File: config.mk
export PLATFORM = sky130hd
export DESIGN_NAME = circle_gen_flat
export DESIGN_NICKNAME = d
export VERILOG_FILES = /design/src/rtl/circle_gen_pkg.sv /design/src/rtl/circle_gen_if.sv /design/src/rtl/circle_octant_map.sv /design/src/rtl/circle_gen.sv /design/src/flat_wrapper.sv
export SDC_FILE = /design/constraint.sdc
export NUM_CORES = 1
export LEC_CHECK = 0
export ABC_AREA = 1
export CAP_MARGIN = 20
export CORE_MARGIN = 3
export CORE_UTILIZATION = 60
export CTS_CLUSTER_DIAMETER = 120
export DETAILED_ROUTE_END_ITERATION = 6
export PLACE_DENSITY = 0.91
export SYNTH_ARGS = -nofsm -noshare
export SYNTH_HDL_FRONTEND = slang
export SYNTH_HIERARCHICAL = 1
export SYNTH_SLANG_ARGS = --single-unit
File: constraint.sdc
create_clock -name clk -period 3.5 [get_ports clk]
set_input_delay 0.7 -clock clk [delete_from_list [all_inputs] [get_ports clk]]
set_output_delay 0.7 -clock clk [all_outputs]
set_load 0.1 [all_outputs]
File: src/rtl/circle_gen_pkg.sv
// Shared types and constants for the midpoint circle generator.
package circle_gen_pkg;

  // Draw sequencer states
  typedef enum logic [2:0] {
    IDLE,
    INIT,
    PLOT,
    STEP,
    DONE
  } state_t;

  // Octant index 0..7
  typedef logic [2:0] oct_t;

  // Extra bits on top of the radius width for the midpoint decision term
  localparam int CRIT_PAD = 2;

endpackage

File: src/rtl/circle_gen_if.sv
// Request / pixel-sink bundle for circle_gen.
// clip_count exists only when CIRCLE_GEN_CLIP_CNT_EN is defined.
interface circle_gen_if #(
  parameter int XW = 8,
  parameter int YW = 7,
  parameter int RW = 8
);
  logic                 start;
  logic signed [XW:0]   centre_x;
  logic signed [YW:0]   centre_y;
  logic [RW-1:0]        radius;
  logic [7:0]           octant_mask;
  logic [2:0]           colour;
  logic                 plot_ready;
  logic                 done;
  logic                 busy;
  logic [XW-1:0]        vga_x;
  logic [YW-1:0]        vga_y;
  logic [2:0]           vga_colour;
  logic                 vga_plot;
`ifdef CIRCLE_GEN_CLIP_CNT_EN
  logic [15:0]          clip_count;
`endif

  // Requester / pixel sink side
  modport master (
    output start, centre_x, centre_y, radius, octant_mask, colour, plot_ready,
    input  done, busy, vga_x, vga_y, vga_colour, vga_plot
`ifdef CIRCLE_GEN_CLIP_CNT_EN
    , input clip_count
`endif
  );

  // Circle generator side
  modport slave (
    input  start, centre_x, centre_y, radius, octant_mask, colour, plot_ready,
    output done, busy, vga_x, vga_y, vga_colour, vga_plot
`ifdef CIRCLE_GEN_CLIP_CNT_EN
    , output clip_count
`endif
  );
endinterface

File: src/rtl/circle_octant_map.sv
// Maps the current (ox, oy) iterate onto one of the eight symmetric octant
// points around the centre and checks it against the visible screen.
module circle_octant_map
  import circle_gen_pkg::*;
#(
  parameter int SCREEN_W = 160,
  parameter int SCREEN_H = 120,
  parameter int XW       = 8,
  parameter int YW       = 7,
  parameter int RW       = 8
) (
  input  logic signed [XW:0] cx,
  input  logic signed [YW:0] cy,
  input  logic [RW-1:0]      ox,
  input  logic [RW-1:0]      oy,
  input  oct_t               oct,
  input  logic [7:0]         mask,
  output logic [XW-1:0]      x,
  output logic [YW-1:0]      y,
  output logic               en,
  output logic               in_range
);
  // Wide enough that centre +/- offset can never wrap into the screen
  localparam int AXW = ((XW > RW) ? XW : RW) + 2;
  localparam int AYW = ((YW > RW) ? YW : RW) + 2;

  logic signed [AXW-1:0] base_x, off_x, pos_x;
  logic signed [AYW-1:0] base_y, off_y, pos_y;

  // Pick the octant's offsets and signs, then range-check the point
  always_comb begin
    // NOTE: every output of a combinational block is assigned on every path
    // (here unconditionally) so no storage is inferred.
    base_x   = AXW'(cx);
    base_y   = AYW'(cy);
    // Odd octants swap the roles of ox and oy
    off_x    = AXW'(oct[0] ? oy : ox);
    off_y    = AYW'(oct[0] ? ox : oy);
    // Octants 2..5 lie left of the centre, octants 4..7 above it
    pos_x    = (oct[2] ^ oct[1]) ? base_x - off_x : base_x + off_x;
    pos_y    = oct[2] ? base_y - off_y : base_y + off_y;
    in_range = !pos_x[AXW-1] && (pos_x < AXW'(SCREEN_W)) &&
               !pos_y[AYW-1] && (pos_y < AYW'(SCREEN_H));
    en       = mask[oct];
    x        = pos_x[XW-1:0];
    y        = pos_y[YW-1:0];
  end

endmodule

File: src/rtl/circle_gen.sv
// Midpoint circle rasteriser: walks one octant of the circle and emits the
// eight mirrored points per step to a ready/plot pixel sink.
// Optional macro CIRCLE_GEN_CLIP_CNT_EN adds a saturating clip_count output.
module circle_gen
  import circle_gen_pkg::*;
#(
  parameter int SCREEN_W = 160,
  parameter int SCREEN_H = 120,
  parameter int XW       = 8,
  parameter int YW       = 7,
  parameter int RW       = 8
) (
  input logic         clk,
  input logic         rst,
  circle_gen_if.slave bus
);
  localparam int CW = RW + CRIT_PAD;

  state_t               state;
  oct_t                 oct;
  logic signed [XW:0]   cx;
  logic signed [YW:0]   cy;
  logic [RW-1:0]        ox, oy;
  logic signed [CW-1:0] crit;
  logic [7:0]           mask;
  logic [2:0]           col;

  logic                 done_q, busy_q, plot_q;
  logic [XW-1:0]        x_q;
  logic [YW-1:0]        y_q;
  logic [2:0]           colour_q;

  logic [XW-1:0]        map_x;
  logic [YW-1:0]        map_y;
  logic                 map_en, map_in;
  logic                 stall;
  logic signed [CW-1:0] ox_s, oy_s, ox_n, oy_n, crit_n;

  circle_octant_map #(
    .SCREEN_W(SCREEN_W), .SCREEN_H(SCREEN_H), .XW(XW), .YW(YW), .RW(RW)
  ) u_map (
    .cx(cx), .cy(cy), .ox(ox), .oy(oy), .oct(oct), .mask(mask),
    .x(map_x), .y(map_y), .en(map_en), .in_range(map_in)
  );

  // A presented pixel the sink has not taken freezes the whole generator
  assign stall = plot_q && !bus.plot_ready;

  // Next midpoint iterate; the crit update uses the already-updated ox/oy
  always_comb begin
    ox_s = $signed({{CRIT_PAD{1'b0}}, ox});
    oy_s = $signed({{CRIT_PAD{1'b0}}, oy});
    oy_n = oy_s + CW'(1);
    ox_n = ox_s;
    crit_n = crit;
    if (crit[CW-1] || (crit == '0)) begin   // crit <= 0
      crit_n = crit + (oy_n <<< 1) + CW'(1);
    end else begin
      ox_n   = ox_s - CW'(1);
      crit_n = crit + ((oy_n - ox_n) <<< 1) + CW'(1);
    end
  end

  // Sequencer, iteration registers and the registered pixel outputs
  always_ff @(posedge clk or posedge rst) begin
    if (rst) begin
      // NOTE: every register, captured draw parameters included, is reset so
      // an aborted draw leaves no stale state for the next one.
      state    <= IDLE;
      oct      <= '0;
      cx       <= '0;
      cy       <= '0;
      ox       <= '0;
      oy       <= '0;
      crit     <= '0;
      mask     <= '0;
      col      <= '0;
      done_q   <= 1'b0;
      busy_q   <= 1'b0;
      plot_q   <= 1'b0;
      x_q      <= '0;
      y_q      <= '0;
      colour_q <= '0;
    end else if (!stall) begin
      // NOTE: state is updated with non-blocking assignments so every
      // register here samples the pre-edge values of the others.
      plot_q <= 1'b0;
      case (state)
        IDLE: begin
          if (bus.start) begin
            state  <= INIT;
            busy_q <= 1'b1;
          end
        end
        INIT: begin
          cx    <= bus.centre_x;
          cy    <= bus.centre_y;
          mask  <= bus.octant_mask;
          col   <= bus.colour;
          ox    <= bus.radius;
          oy    <= '0;
          crit  <= CW'(1) - $signed({{CRIT_PAD{1'b0}}, bus.radius});
          oct   <= '0;
          state <= PLOT;
        end
        PLOT: begin
          x_q      <= map_x;
          y_q      <= map_y;
          colour_q <= col;
          plot_q   <= map_en && map_in;
          oct      <= oct + 1'b1;
          if (oct == 3'd7) state <= STEP;
        end
        STEP: begin
          ox   <= ox_n[RW-1:0];
          oy   <= oy_n[RW-1:0];
          crit <= crit_n;
          if (oy_n <= ox_n) begin
            state <= PLOT;
          end else begin
            state  <= DONE;
            busy_q <= 1'b0;
            done_q <= 1'b1;
          end
        end
        DONE: begin
          if (!bus.start) begin
            state  <= IDLE;
            done_q <= 1'b0;
          end
        end
        default: state <= IDLE;
      endcase
    end
  end

  assign bus.done       = done_q;
  assign bus.busy       = busy_q;
  assign bus.vga_x      = x_q;
  assign bus.vga_y      = y_q;
  assign bus.vga_colour = colour_q;
  assign bus.vga_plot   = plot_q;

`ifdef CIRCLE_GEN_CLIP_CNT_EN
  logic [15:0] clip_cnt;

  // Count enabled octant points that fell off-screen, saturating at all-ones
  always_ff @(posedge clk or posedge rst) begin
    if (rst) begin
      clip_cnt <= '0;
    end else if (!stall) begin
      if (state == INIT) begin
        clip_cnt <= '0;
      end else if (state == PLOT && map_en && !map_in && clip_cnt != 16'hFFFF) begin
        clip_cnt <= clip_cnt + 16'd1;
      end
    end
  end

  assign bus.clip_count = clip_cnt;
`endif

endmodule

File: src/flat_wrapper.sv
// flat-port wrapper written by rule: the top's interface ports become plain ports
module circle_gen_flat import circle_gen_pkg::*;
#(
  parameter int SCREEN_W = 160,
  parameter int SCREEN_H = 120,
  parameter int XW       = 8,
  parameter int YW       = 7,
  parameter int RW       = 8
)
  (clk, rst, bus_start, bus_centre_x, bus_centre_y, bus_radius, bus_octant_mask, bus_colour, bus_plot_ready, bus_done, bus_busy, bus_vga_x, bus_vga_y, bus_vga_colour, bus_vga_plot);
  circle_gen_if #(.XW(XW), .YW(YW), .RW(RW)) bus_i ();
  input logic clk;
  input logic rst;
  input wire logic [$bits(bus_i.start)-1:0] bus_start;
  input wire logic [$bits(bus_i.centre_x)-1:0] bus_centre_x;
  input wire logic [$bits(bus_i.centre_y)-1:0] bus_centre_y;
  input wire logic [$bits(bus_i.radius)-1:0] bus_radius;
  input wire logic [$bits(bus_i.octant_mask)-1:0] bus_octant_mask;
  input wire logic [$bits(bus_i.colour)-1:0] bus_colour;
  input wire logic [$bits(bus_i.plot_ready)-1:0] bus_plot_ready;
  output wire logic [$bits(bus_i.done)-1:0] bus_done;
  output wire logic [$bits(bus_i.busy)-1:0] bus_busy;
  output wire logic [$bits(bus_i.vga_x)-1:0] bus_vga_x;
  output wire logic [$bits(bus_i.vga_y)-1:0] bus_vga_y;
  output wire logic [$bits(bus_i.vga_colour)-1:0] bus_vga_colour;
  output wire logic [$bits(bus_i.vga_plot)-1:0] bus_vga_plot;
  assign bus_i.start = bus_start;
  assign bus_i.centre_x = bus_centre_x;
  assign bus_i.centre_y = bus_centre_y;
  assign bus_i.radius = bus_radius;
  assign bus_i.octant_mask = bus_octant_mask;
  assign bus_i.colour = bus_colour;
  assign bus_i.plot_ready = bus_plot_ready;
  assign bus_done = bus_i.done;
  assign bus_busy = bus_i.busy;
  assign bus_vga_x = bus_i.vga_x;
  assign bus_vga_y = bus_i.vga_y;
  assign bus_vga_colour = bus_i.vga_colour;
  assign bus_vga_plot = bus_i.vga_plot;
  circle_gen #(.SCREEN_W(SCREEN_W), .SCREEN_H(SCREEN_H), .XW(XW), .YW(YW), .RW(RW)) u_core (.clk(clk), .rst(rst), .bus(bus_i));
endmodule
==> summary.txt <==
Timing
  • Crit share post-route: 0.990
  • Fmax: 289 MHz
  • Slew HR: 0.351
  • RSZ-0062 raised after global routing: true
  • Final Slew Violations: 0
  • Skew final: 8.05 ps
  • Crit path time final: 3460 ps
  • Hold Fails Final Rpt: 0
  • Setup TNS: 0 ps
  • Worst slew pin tran: between 900 and 1000 ps
  • Final setup vio count: 0
  • Hold WS: roughly 470 ps

Layout
  • Multi-input logic area: 4480 µm²
  • Number of fill cells: about 790
  • Design Area, Final: 8370 µm²
  • Post-route insts no fill: about 1300
  • Area grow syn2layout: 18.8%
  • Nets@finish: 1222
  • Register area: 2030 µm²
  • Layout cells sized above 1: 0.106
  • Diode count: 0

Yosys
  • FF+latch count, synth: 81
  • Post-synthesis sequential area ratio: 0.288
  • Fraction of registers with async set or reset after synthesis: 1.00
  • Netlist cell types: 49
  • Yosys warning count: 6
  • EDFF count, synth: 0
  • Synth top area cells: dfrtp_1, nand2_1, ha_1
  • Yosys top cell area share: 0.288
  • Avg Cell Area, Syn: 6.71 µm²
  • Mapped Cells: 1050
  • Synth Flop Type: dfrtp_1
  • Top cells by count, synth: nand2_1, inv_1, dfrtp_1, nand3_1, nor2_1
  • Post-synth top area cell: dfrtp_1
  • Count leader, synth: nand2_1
  • Post-Syn Nets: 1150
  • Synthesized area: 7040 µm²

Floorplanning
  • Site row count: 38
  • Full die area: 13100 µm²
  • Die X: 114 µm
  • DIE HEIGHT: 114 µm
  • Core ar.: between 10000 and 15000 µm²
  • Initial Util: 0.630
  • Ports: 61

Critical path
  • R2R Path Start: u_core/ox[2]
  • Crit. End Element: register
  • Arrival time at the worst endpoint: 3690 ps
  • CP required: 3720 ps
  • Crit. Startpoint: u_core/ox[2]
  • WS Path Type: reg -> reg
  • Worst Path Max Fanout: 7
  • CP startpoint kind: register

Routing
  • Initial DRC count: 753
  • Final ANT Viol Nets: 0
  • Via Count: 7224
  • Via density: 5.70
  • DRC Markers: 0
  • WL final: about 20000 µm
  • WL per Instance: 15.5 µm
  • First drt pass iteration count: 6

Global routing
  • Antenna violations before repair: 0
  • GRT Total Usage: 0.286
  • Overflow after GRT: 0
  • Vias in the first global route: approximately 6600
  • Largest net degree at the start of global routing: 55
  • First-pass GRT wire length: 30200 µm

Place
  • Final HPWL DP: 13400 µm
  • Gpl congestion: between 0.9 and 1
  • Placed insts: 1243
  • Post-placement cell area: between 7000 and 8000 µm²
  • Buffers on Ports: 60

Clocking
  • Clock Pin Slew Worst Setup and Hold Paths: 60 ps
  • Clock Path Buffers: 2
  • Number of buffers created by CTS: 9
  • Clk_lat worst skew: about 350 ps
  • Clock root buffer: clkbuf_16
  • CTS tree: done
  • H-tree levels: 3
  • Clock Sinks: 81

Min path
  • Hold Crit Start: u_core/bus.vga_x[4]
  • Worst Hold Class: reg -> reg

Flow run
  • Max-cap violations: 0

Status
  • Run status: complete, no violations
[critical path, stage by stage, from the launching register on]
cell	delay, ps
dfrtp_1	560
nor2_2	230
nand4_1	210
nor3_1	270
xor2_1	320
ha_4	270
xor2_1	160
ha_1	290
inv_1	80
nor4_2	310
o21ai_1	100
nand2_1	70
a31oi_1	50
inv_1	80
nand3_1	70
nand3_1	80
nand2_1	50
nand2_1	50
nand3_1	60
[layout make-up]
type,instances,area share
clock buffer,10,0.0286
sequential,81,0.243
inverter,153,0.0697
multi-input combinational,795,0.535
clock inverter,6,0.00807
tap,140,0.0209
timing repair buffer,82,0.0951
[logic make-up (layout without fill, tap and decap cells)]
| group | after synthesis | count (layout) | share of synthesized area |
|---|---|---|---|
| AND/OR/NAND/NOR | 565 | 565 | 0.343 |
| buffers and inverters | 174 | 251 | 0.0974 |
| AO/OA/AOI/OAI | 133 | 133 | 0.110 |
| flip-flops | 81 | 81 | 0.288 |
| adder cells (fa/ha/maj) | 60 | 60 | 0.112 |
| XOR/XNOR | 37 | 37 | 0.0497 |
[stage by stage]
step | setup WS [ps] | util
final | 35.5 | 0.749
after global routing | -98.6 | 0.749
after CTS | 26.5 | 0.728
after detailed placement | 39.4 | 0.701
after global placement | 125 | 0.701
after floorplan | 250 | -
[registers in the layout (all words and copies together), names as in the netlist]
signal                 cells
u_core/bus.busy            1
u_core/bus.done            1
u_core/bus.vga_colour      3
u_core/bus.vga_plot        1
u_core/bus.vga_x           8
u_core/bus.vga_y           7
u_core/col                 3
u_core/crit               10
u_core/cx                  9
u_core/cy                  8
u_core/mask                8
u_core/oct                 3
u_core/ox                  8
u_core/oy                  8
u_core/state               3
[layout by cell type, fill, tap and decap left out, types with 10 or more instances in the layout]
cell type	n
buf_4	20
nor2_1	56
o21ai_0	43
nand3_1	58
inv_2	11
clkbuf_16	10
nand2_2	13
a21oi_1	37
o21ai_1	10
xor2_1	26
ha_1	50
inv_1	139
dfrtp_1	78
nand2_1	387
clkdlybuf4s50_1	60
[routing by layer]
| metal | global-route usage | part of all wire | vias to the layer above |
|---|---|---|---|
| met5 | 0 | 0 | - |
| met4 | 0.116 | 0.038 | 0 |
| met3 | 0.0428 | 0.090 | 94 |
| met2 | 0.466 | 0.46 | 398 |
| met1 | 0.384 | 0.41 | 3257 |
| li1 | - | - | 3475 |
[repair_timing]
item | CTS | global route
gates cloned | 0 | 1
hold buffers | 0 | 0
gates resized for setup | 1 | 34
pin swaps | 0 | 9
setup endpoints to repair | 1 | 4
setup buffers | 0 | 7
[path summary, 6_finish.rpt]
path | end | slack (ps) | cells past startpoint
max in group asynchronous | u_core/bus.vga_y[0] | 1870 | 3
max reg2reg | u_core/crit[9] | 40 | 18
min in group asynchronous | u_core/col[2] | 850 | 2
max | u_core/crit[9] | 40 | 18
min reg2reg | u_core/bus.vga_x[4] | 470 | 2
min | u_core/bus.vga_x[4] | 470 | 2
Power is left out: the tool's default activity adds up to more than one toggle a clock period on the data nets, which glitch-free logic cannot reach.
